$ cat src/rtl/ysyx_22041412_mem_pkg.sv
// rtl/ysyx_22041412_mem_pkg.sv - shared types and helpers for the store buffer
package ysyx_22041412_mem_pkg;

  typedef enum logic [1:0] {
    SZ_B = 2'd0,
    SZ_H = 2'd1,
    SZ_W = 2'd2,
    SZ_D = 2'd3
  } st_size_e;

  localparam logic [63:0] RAMDISK_BASE = 64'h0000_0000_8300_0000;

  // One queued write: dword address, lane-shifted data, byte enables, region tag
  typedef struct packed {
    logic [60:0] addr;
    logic [63:0] data;
    logic [7:0]  mask;
    logic        region;
  } st_entry_t;

  localparam int ENTRY_W = $bits(st_entry_t);

  function automatic logic [7:0] size_to_mask(input logic [1:0] size);
    case (st_size_e'(size))
      SZ_B:    return 8'h01;
      SZ_H:    return 8'h03;
      SZ_W:    return 8'h0F;
      default: return 8'hFF;
    endcase
  endfunction

  // Natural alignment: the low address bits inside the access size must be zero
  function automatic logic is_aligned(input logic [1:0] size, input logic [2:0] off);
    case (st_size_e'(size))
      SZ_B:    return 1'b1;
      SZ_H:    return off[0] == 1'b0;
      SZ_W:    return off[1:0] == 2'b00;
      default: return off == 3'b000;
    endcase
  endfunction

endpackage

$ cat src/rtl/ysyx_22041412_store_buf_if.sv
// rtl/ysyx_22041412_store_buf_if.sv - store, memory-write and hazard signals of the store buffer
interface ysyx_22041412_store_buf_if;
  logic        st_valid;
  logic        st_ready;
  logic [63:0] st_addr;
  logic [63:0] st_data;
  logic [1:0]  st_size;
  logic        wr_valid;
  logic        wr_ready;
  logic [63:0] wr_addr;
  logic [63:0] wr_data;
  logic [7:0]  wr_mask;
  logic        wr_region;
  logic [63:0] ld_addr;
  logic        ld_hazard;
  logic        empty;
  logic        misalign_err;

  modport slave (
    input  st_valid, st_addr, st_data, st_size, wr_ready, ld_addr,
    output st_ready, wr_valid, wr_addr, wr_data, wr_mask, wr_region,
           ld_hazard, empty, misalign_err
  );

  modport master (
    output st_valid, st_addr, st_data, st_size, wr_ready, ld_addr,
    input  st_ready, wr_valid, wr_addr, wr_data, wr_mask, wr_region,
           ld_hazard, empty, misalign_err
  );
endinterface

$ cat src/rtl/ysyx_22041412_sfifo.sv
// rtl/ysyx_22041412_sfifo.sv - generic synchronous FIFO exposing head, all entries and their valid bits
module ysyx_22041412_sfifo #(
  parameter int W     = 8,
  parameter int DEPTH = 4
) (
  input  logic                      clk,
  input  logic                      rst,
  input  logic                      push,
  input  logic [W-1:0]              push_data,
  input  logic                      pop,
  output logic                      full,
  output logic                      empty,
  output logic [$clog2(DEPTH):0]    count,
  output logic [W-1:0]              head,
  output logic [DEPTH-1:0][W-1:0]   entries,
  output logic [DEPTH-1:0]          valid
);
  localparam int PW = $clog2(DEPTH);
  localparam int CW = PW + 1;

  logic [PW-1:0]             head_q, head_d;
  logic [PW-1:0]             tail_q, tail_d;
  logic [CW-1:0]             count_q, count_d;
  logic [DEPTH-1:0]          valid_q, valid_d;
  logic [DEPTH-1:0][W-1:0]   mem_q, mem_d;
  logic                      do_push, do_pop;

  assign full    = (count_q == CW'(DEPTH));
  assign empty   = (count_q == '0);
  assign count   = count_q;
  assign head    = mem_q[head_q];
  assign entries = mem_q;
  assign valid   = valid_q;

  // Next-state: push is refused when full, pop when empty; pointers wrap naturally
  always_comb begin
    do_push = push && !full;
    do_pop  = pop && !empty;
    head_d  = head_q + PW'(do_pop);
    tail_d  = tail_q + PW'(do_push);
    count_d = count_q + CW'(do_push) - CW'(do_pop);
    valid_d = valid_q;
    mem_d   = mem_q;
    if (do_pop) begin
      valid_d[head_q] = 1'b0;
    end
    if (do_push) begin
      valid_d[tail_q] = 1'b1;
      mem_d[tail_q]   = push_data;
    end
  end

  // State registers; reset discards every pending entry immediately
  always_ff @(posedge clk or posedge rst) begin
    if (rst) begin
      head_q  <= '0;
      tail_q  <= '0;
      count_q <= '0;
      valid_q <= '0;
      mem_q   <= '0;
    end else begin
      head_q  <= head_d;
      tail_q  <= tail_d;
      count_q <= count_d;
      valid_q <= valid_d;
      mem_q   <= mem_d;
    end
  end

endmodule

$ cat src/rtl/ysyx_22041412_store_buf.sv
// rtl/ysyx_22041412_store_buf.sv - committed-store FIFO draining as masked dword writes
module ysyx_22041412_store_buf
  import ysyx_22041412_mem_pkg::*;
#(
  parameter int          DEPTH       = 4,
  parameter logic [63:0] REGION_BASE = RAMDISK_BASE
) (
  input  logic                      clk,
  input  logic                      rst,
  ysyx_22041412_store_buf_if.slave  bus
);
  localparam int CW = $clog2(DEPTH) + 1;

  logic                          fifo_full, fifo_empty;
  logic [CW-1:0]                 fifo_count;
  logic [ENTRY_W-1:0]            head_raw;
  logic [DEPTH-1:0][ENTRY_W-1:0] entries_raw;
  logic [DEPTH-1:0]              entries_valid;
  st_entry_t                     push_entry;
  st_entry_t                     head;
  logic                          aligned;
  logic                          push, pop;
  logic                          hazard;
  logic                          misalign_err_q, misalign_err_d;
  logic [2:0]                    off;
  logic                          unused_ld_low;

  assign unused_ld_low = ^bus.ld_addr[2:0];

  // Store side: alignment check, lane shifting and region tag for the incoming store
  always_comb begin
    off               = bus.st_addr[2:0];
    aligned           = is_aligned(bus.st_size, off);
    push_entry.addr   = bus.st_addr[63:3];
    push_entry.data   = bus.st_data << {off, 3'b000};
    push_entry.mask   = size_to_mask(bus.st_size) << off;
    push_entry.region = (bus.st_addr >= REGION_BASE);
  end

  assign bus.st_ready = !fifo_full;
  assign push         = bus.st_valid && !fifo_full && aligned;
  assign pop          = !fifo_empty && bus.wr_ready;

  ysyx_22041412_sfifo #(
    .W     (ENTRY_W),
    .DEPTH (DEPTH)
  ) u_fifo (
    .clk       (clk),
    .rst       (rst),
    .push      (push),
    .push_data (push_entry),
    .pop       (pop),
    .full      (fifo_full),
    .empty     (fifo_empty),
    .count     (fifo_count),
    .head      (head_raw),
    .entries   (entries_raw),
    .valid     (entries_valid)
  );

  // Write side: head entry straight from registers, zeroed when nothing is pending
  always_comb begin
    head          = st_entry_t'(head_raw);
    bus.wr_valid  = !fifo_empty;
    bus.wr_addr   = fifo_empty ? 64'd0 : {head.addr, 3'b000};
    bus.wr_data   = fifo_empty ? 64'd0 : head.data;
    bus.wr_mask   = fifo_empty ? 8'd0  : head.mask;
    bus.wr_region = fifo_empty ? 1'b0  : head.region;
  end

  // Load hazard: any valid entry in the same dword as the load; a head being drained still counts
  always_comb begin
    st_entry_t e;
    hazard = 1'b0;
    for (int i = 0; i < DEPTH; i++) begin
      e = st_entry_t'(entries_raw[i]);
      if (entries_valid[i] && (e.addr == bus.ld_addr[63:3])) begin
        hazard = 1'b1;
      end
    end
  end

  assign bus.ld_hazard    = hazard;
  assign bus.empty        = (fifo_count == '0);
  assign bus.misalign_err = misalign_err_q;

  // Sticky misalign flag: any presented misaligned store sets it
  always_comb begin
    misalign_err_d = misalign_err_q || (bus.st_valid && !aligned);
  end

  // Misalign flag register, cleared only by reset
  always_ff @(posedge clk or posedge rst) begin
    if (rst) begin
      misalign_err_q <= 1'b0;
    end else begin
      misalign_err_q <= misalign_err_d;
    end
  end

endmodule

$ cat src/flat_wrapper.sv
// flat-port wrapper written by rule: the top's interface ports become plain ports
module ysyx_22041412_store_buf_flat import ysyx_22041412_mem_pkg::*;
#(
  parameter int          DEPTH       = 4,
  parameter logic [63:0] REGION_BASE = RAMDISK_BASE
)
  (clk, rst, bus_st_valid, bus_st_addr, bus_st_data, bus_st_size, bus_wr_ready, bus_ld_addr, bus_st_ready, bus_wr_valid, bus_wr_addr, bus_wr_data, bus_wr_mask, bus_wr_region, bus_ld_hazard, bus_empty, bus_misalign_err);
  ysyx_22041412_store_buf_if bus_i ();
  input  logic clk;
  input  logic rst;
  input wire logic [$bits(bus_i.st_valid)-1:0] bus_st_valid;
  input wire logic [$bits(bus_i.st_addr)-1:0] bus_st_addr;
  input wire logic [$bits(bus_i.st_data)-1:0] bus_st_data;
  input wire logic [$bits(bus_i.st_size)-1:0] bus_st_size;
  input wire logic [$bits(bus_i.wr_ready)-1:0] bus_wr_ready;
  input wire logic [$bits(bus_i.ld_addr)-1:0] bus_ld_addr;
  output wire logic [$bits(bus_i.st_ready)-1:0] bus_st_ready;
  output wire logic [$bits(bus_i.wr_valid)-1:0] bus_wr_valid;
  output wire logic [$bits(bus_i.wr_addr)-1:0] bus_wr_addr;
  output wire logic [$bits(bus_i.wr_data)-1:0] bus_wr_data;
  output wire logic [$bits(bus_i.wr_mask)-1:0] bus_wr_mask;
  output wire logic [$bits(bus_i.wr_region)-1:0] bus_wr_region;
  output wire logic [$bits(bus_i.ld_hazard)-1:0] bus_ld_hazard;
  output wire logic [$bits(bus_i.empty)-1:0] bus_empty;
  output wire logic [$bits(bus_i.misalign_err)-1:0] bus_misalign_err;
  assign bus_i.st_valid = bus_st_valid;
  assign bus_i.st_addr = bus_st_addr;
  assign bus_i.st_data = bus_st_data;
  assign bus_i.st_size = bus_st_size;
  assign bus_i.wr_ready = bus_wr_ready;
  assign bus_i.ld_addr = bus_ld_addr;
  assign bus_st_ready = bus_i.st_ready;
  assign bus_wr_valid = bus_i.wr_valid;
  assign bus_wr_addr = bus_i.wr_addr;
  assign bus_wr_data = bus_i.wr_data;
  assign bus_wr_mask = bus_i.wr_mask;
  assign bus_wr_region = bus_i.wr_region;
  assign bus_ld_hazard = bus_i.ld_hazard;
  assign bus_empty = bus_i.empty;
  assign bus_misalign_err = bus_i.misalign_err;
  ysyx_22041412_store_buf #(.DEPTH(DEPTH), .REGION_BASE(REGION_BASE)) u_core (.clk(clk), .rst(rst), .bus(bus_i));
endmodule
$ cat config.mk
export PLATFORM = sky130hd
export DESIGN_NAME = ysyx_22041412_store_buf_flat
export DESIGN_NICKNAME = d
export VERILOG_FILES = /design/src/rtl/ysyx_22041412_mem_pkg.sv /design/src/rtl/ysyx_22041412_store_buf_if.sv /design/src/rtl/ysyx_22041412_sfifo.sv /design/src/rtl/ysyx_22041412_store_buf.sv /design/src/flat_wrapper.sv
export SDC_FILE = /design/constraint.sdc
export NUM_CORES = 2
export LEC_CHECK = 0
export CAP_MARGIN = 20
export CORE_ASPECT_RATIO = 1.5
export CORE_MARGIN = 4
export CORE_UTILIZATION = 57
export DETAILED_ROUTE_END_ITERATION = 10
export PLACE_DENSITY = 0.8
export SLEW_MARGIN = 5
export SYNTH_ARGS = -nofsm -noshare
export SYNTH_HDL_FRONTEND = slang
export SYNTH_HIERARCHICAL = 1
export SYNTH_SLANG_ARGS = --single-unit
export TNS_END_PERCENT = 30
$ cat constraint.sdc
create_clock -name clk -period 22.5 [get_ports clk]
set_clock_uncertainty 0.05 [all_clocks]
set_input_delay 4.5 -clock clk [delete_from_list [all_inputs] [get_ports clk]]
set_output_delay 4.5 -clock clk [all_outputs]
set_load 0.02 [all_outputs]
==> Yosys cells after proc, flatten, opt, wreduce, memory -nomap -nowiden <==
Cells that the tools add are included.
{ "word_totals": {"register_bits": 548, "inputBits": 198, "out_inout_bits": 142} }
{ "classes": {"n_addsub": 4, "n_lt_le_gt_ge": 5, "eq_ne": 7, "n_shift": 2, "n_mux": 21, "bitwise": 4, "reduce_logical": 20} }
{ "op_table": {"columns": ["op", "count"], "rows": [
  ["$bwmux W536", 1],
  ["$bmux W134 S2", 1],
  ["$demux W134 S2", 1],
  ["$mux W134", 2],
  ["$eq A61 B61 Y1", 4],
  ["$mux W64", 2],
  ["$ge A64 B32 Y1 const B", 1],
  ["$shl A64 B6 Y64", 1],
  ["$pmux W8 S3", 1],
  ["$logic_and A1 B1 Y1", 12],
  ["$mux W4", 2],
  ["$mux W8", 1],
  ["$shl A8 B3 Y8", 1],
  ["$mux W1", 7],
  ["$logic_not A3 Y1", 2],
  ["$lt A2 B3 Y1 const B", 2],
  ["$add A2 B1 Y2", 2],
  ["$and A4 B4 Y4", 1],
  ["$demux W1 S2", 2],
  ["$ge A2 B1 Y1 const B", 2],
  ["$logic_not A2 Y1", 2],
  ["$not A4 Y4", 1],
  ["$or A4 B4 Y4", 1],
  ["$add A3 B1 Y3", 1],
  ["other kinds (8)", 10]
]} }

==> Logic depth before layout (Yosys ltp) <==
{ "logic_depth": {"depth_word": 9, "ltp_mapped": 14, "ltp_nobuf": 12} }

==> Hierarchy <==
Netlist, hierarchy kept.
{ "modules_own_cells": {"columns": ["mod", "instances", "cells_per_inst", "area_each_um2"], "rows": [
  ["ysyx_22041412_sfifo", 1, 1342, 23679.0],
  ["ysyx_22041412_store_buf", 1, 853, 5760.5]
]} }

==> Least setup slack after synthesis <==
OpenSTA, ideal clock, no wires.
{ "synth_path": {"path_kind": "input to output", "start": "input bus_ld_addr[43]", "end": "output bus_ld_hazard", "arrival_ns": 5.691, "required_time_ns": 17.950, "path_slack_ns": 12.259, "cell_stages": 7, "path_buffers": 1, "path_cell_list": "buf_2 -> xnor2_1 -> nand4_1 -> nor4_1 -> nand3_1 -> nor4_1 -> or4_1"} }
{ "synth_via": {"elab_chain_len": 6, "word_cells_on_any_way": 12, "classes_between": "eq/ne (4); mux (4); reduce/logical (4)"} }
{ "synth_lines": {"columns": ["element", "line", "rtl"], "rows": [
  ["start, declared", "flat_wrapper.sv:16", "input wire logic [$bits(bus_i.ld_addr)-1:0] bus_ld_addr;"],
  ["$eq A61 B61 Y1", "ysyx_22041412_store_buf.sv:77", "if (entries_valid[i] && (e.addr == bus.ld_addr[63:3])) begin"],
  ["$logic_and A1 B1 Y1", "ysyx_22041412_store_buf.sv:77", null],
  ["$mux W1 (3 in a row)", "ysyx_22041412_store_buf.sv:77", null],
  ["$mux W1 *", "ysyx_22041412_store_buf.sv:77", null],
  ["end, declared", "flat_wrapper.sv:23", "output wire logic [$bits(bus_i.ld_hazard)-1:0] bus_ld_hazard;"]
]} }
Every way passes the cells marked *; elsewhere a longest branch is shown, timed or not.

==> Worst setup path in the final report <==
{ "layout_path": {"start": "input bus_ld_addr[21]", "end": "output bus_ld_hazard"} }
The elaborated chain is that of the path after synthesis.

==> metrics.csv <==
metric,value,unit
Worst Setup EP,bus_ld_hazard,
first-pass GRT wire length,141,mm
CP max FO,4,
Highest Clock Rate,0.0778,GHz
clock sink count,548,
total number of yosys warnings,6,
Initial Util,57.8,%
core area,0.0509,sq mm
max incr delay on CP,0.86,ns
"commonest non-fill, non-tap cells in the layout","dfrtp_1, mux2_2, clkdlybuf4s50_1",
Final Cycle Share,57.1,%
Mapped Avg Cell Area,13.4,sq um
vias per inst,6.24,
mapped cell area,0.0294,sq mm
Seq cells post-synth,548,
"commonest non-fill, non-tap cell in the layout",dfrtp_1,
Worst R2R Start,u_core/u_fifo/count[2]$_DFF_PP0_,
CP Class,input pin to primary output,
RSZ-0062 raised after global routing,no,
CTS H-Tree Depth,2,
Layout area overhead,18.6,%
vias in the first global route,21200,
Final Critical Period,12.86,ns
IO Count,340,
initial antenna violation count,1,
Max clock buf depth,3,
Synth Instances,2195,
Initial DRT Pass Iterations,5,
Fillers,3618,
pre-CTS setup slack,9.84,ns
CTS tree,yes,
synth unique cells,56,
setup bufs post-CTS,0,
CP required,17.95,ns
CP Capture Type,primary output,
gr ovfl total,0,
post-route worst setup slack,9.64,ns
# rows,101,
Post-Route WL,95.1,mm
final hold vios,0,
Slew @ Worst Pin,1.17,ns
port bufs,333,
Tot GR Track Use,33.9,%
Synth Flop Type,dfrtp_1,
final setup violation count,0,
largest net degree at the start of global routing,154,
vias,19800,
die height,286,um
setup TNS,0,ns
capture point of the worst reg-to-reg path,u_core/u_fifo/entries[350]$_DFFE_PP0P_,
Worst Path Arrival,8.31,ns
drc violations,0,
sequential cell area fraction in the yosys report,46.6,%
peak supply drop,111,uV
Power Dens Cells,153,mW/mm^2
"CTS clk-pin slew, worst paths",0.06,ns
Detail Route Antenna Nets,0,
number of cells on the worst reg-to-reg path,6,
crit path cell chain,clkdlybuf4s50_1 > xnor2_1 > nand4_1 > nor4_1 > nand4_1 > nor4_1 > or4_1 > clkdlybuf4s50_1,
PostCTS Resize Cnt,0,
Final #Nets,2663,
Worst Setup Start Kind,input pin,
highest-delay cell along the critical path,xnor2_1,
initial DRC count,1287,
dpl hpwl,69.5,mm
status,"complete, no violations",
root buf cell,clkbuf_16,
Hold Buf Count CTS,0,
Worst-Skew Late Latency,0.60,ns
DIE AREA,0.0554,sq mm
CTS buffer count,53,
gp weighted congestion,1.04,
Rel. slew slack,21.2,%
Synth async-reset ratio,100,%
Die W,194,um
Pleak,14.7,nW
CP startpoint,bus_ld_addr[21],
layout cells sized above 1,32.5,%
max-slew violation count,0,
WL/cell,30.0,um
worst hold path type,flop to flop,
MaxCap Viol Count,0,
Worst R2R Setup Slack,18.23,ns
"EDFF count, synth",0,
Final Total Pwr,0.00535,W
per-layer routing:
metal  GRT usage, %  up-vias  wire [um]
met5              0        -          0
met4           21.6        0       7720
met3           5.32      241       5190
met2           59.2      750      48300
met1           38.9    10300      33900
li1               -     8490          -
worst min path at each step:
stage	from	to	slack [ns]	depth (start not counted)
2_1_floorplan	u_core/u_fifo/entries[158]$_DFFE_PP0P_	u_core/u_fifo/entries[158]$_DFFE_PP0P_	0.40	1
3_3_place_gp	u_core/bus.misalign_err$_DFF_PP0_	u_core/bus.misalign_err$_DFF_PP0_	0.39	1
3_5_place_dp	u_core/bus.misalign_err$_DFF_PP0_	u_core/bus.misalign_err$_DFF_PP0_	0.40	1
4_1_cts	u_core/bus.misalign_err$_DFF_PP0_	u_core/bus.misalign_err$_DFF_PP0_	0.42	1
5_1_grt	u_core/bus.misalign_err$_DFF_PP0_	u_core/bus.misalign_err$_DFF_PP0_	0.45	1
6_report	u_core/bus.misalign_err$_DFF_PP0_	u_core/bus.misalign_err$_DFF_PP0_	0.42	1
flip-flops by register name (all words and copies together), names as in the netlist:
register and flops:
u_core/u_fifo/valid 4, u_core/bus.misalign_err 1, u_core/u_fifo/count 3, u_core/u_fifo/entries 536, u_core/u_fifo/head_q 2, u_core/u_fifo/tail_q 2
worst max-delay path, delay by kind of cell:
family                 cells  cell delay, ns
AND/OR/NAND/NOR            5            1.79
XOR/XNOR                   1            0.86
buffers and inverters      2            1.16
cell type report:
| type | instances | area [sq um] | share of cell area, % |
|---|---|---|---|
| sequential | 548 | 13700 | 39.3 |
| timing repair buffer | 366 | 3680 | 10.5 |
| tap | 669 | 837 | 2.40 |
| clock buffer | 76 | 1530 | 4.39 |
| clock inverter | 17 | 228 | 0.652 |
| inverter | 51 | 199 | 0.570 |
| multi-input combinational | 1440 | 14700 | 42.1 |
| antenna | 2 | 5.00 | 0.0143 |
power breakdown:
group          switching, W  internal (W)  total (W)  leakage (nW)
clock              0.000382      0.000529   0.000912         0.869
combinational       0.00125       0.00138    0.00263          6.96
sequential         0.000368       0.00144    0.00181          6.87
cells in the mapped netlist, types with 43 or more instances:
cell	count	area share, %
inv_1	50	0.64
dfrtp_1	548	47
buf_2	63	1.1
mux4_2	134	10
nor2_1	58	0.74
nand4_1	44	0.94
xor2_1	62	1.8
clkbuf_1	43	0.55
nor2b_1	144	3.1
xnor2_1	136	4.0
mux2i_1	46	1.6
mux2_4	49	2.5
mux2_2	496	19
cells by family (layout without fill, tap and decap cells):
kind of cell               count (synthesis)  count (layout)  synth area share (%)
muxes                                    740             740                  33.9
DFF                                      548             548                  46.6
and+or+nand+nor                          354             354                  6.80
buffers and inverters                    209             510                  3.59
xor gates and xnor gates                 200             200                  6.00
AOI/OAI and AO/OA                        138             138                  2.92
adders and majority gates                  5               5                 0.238
other                                      1               5                0.0127
stage by stage:
stage,utilization [%],hold WS (ns),instances,area (sq um)
detailed placement,64.8,0.401,3068,33000
global placement,64.8,0.395,3068,33000
global route,68.5,0.447,3167,34900
finish,68.5,0.420,3169,34900
CTS,68.2,0.423,3161,34700
floorplan,-,0.403,2197,29400
Power figures use the tool's default switching activity.
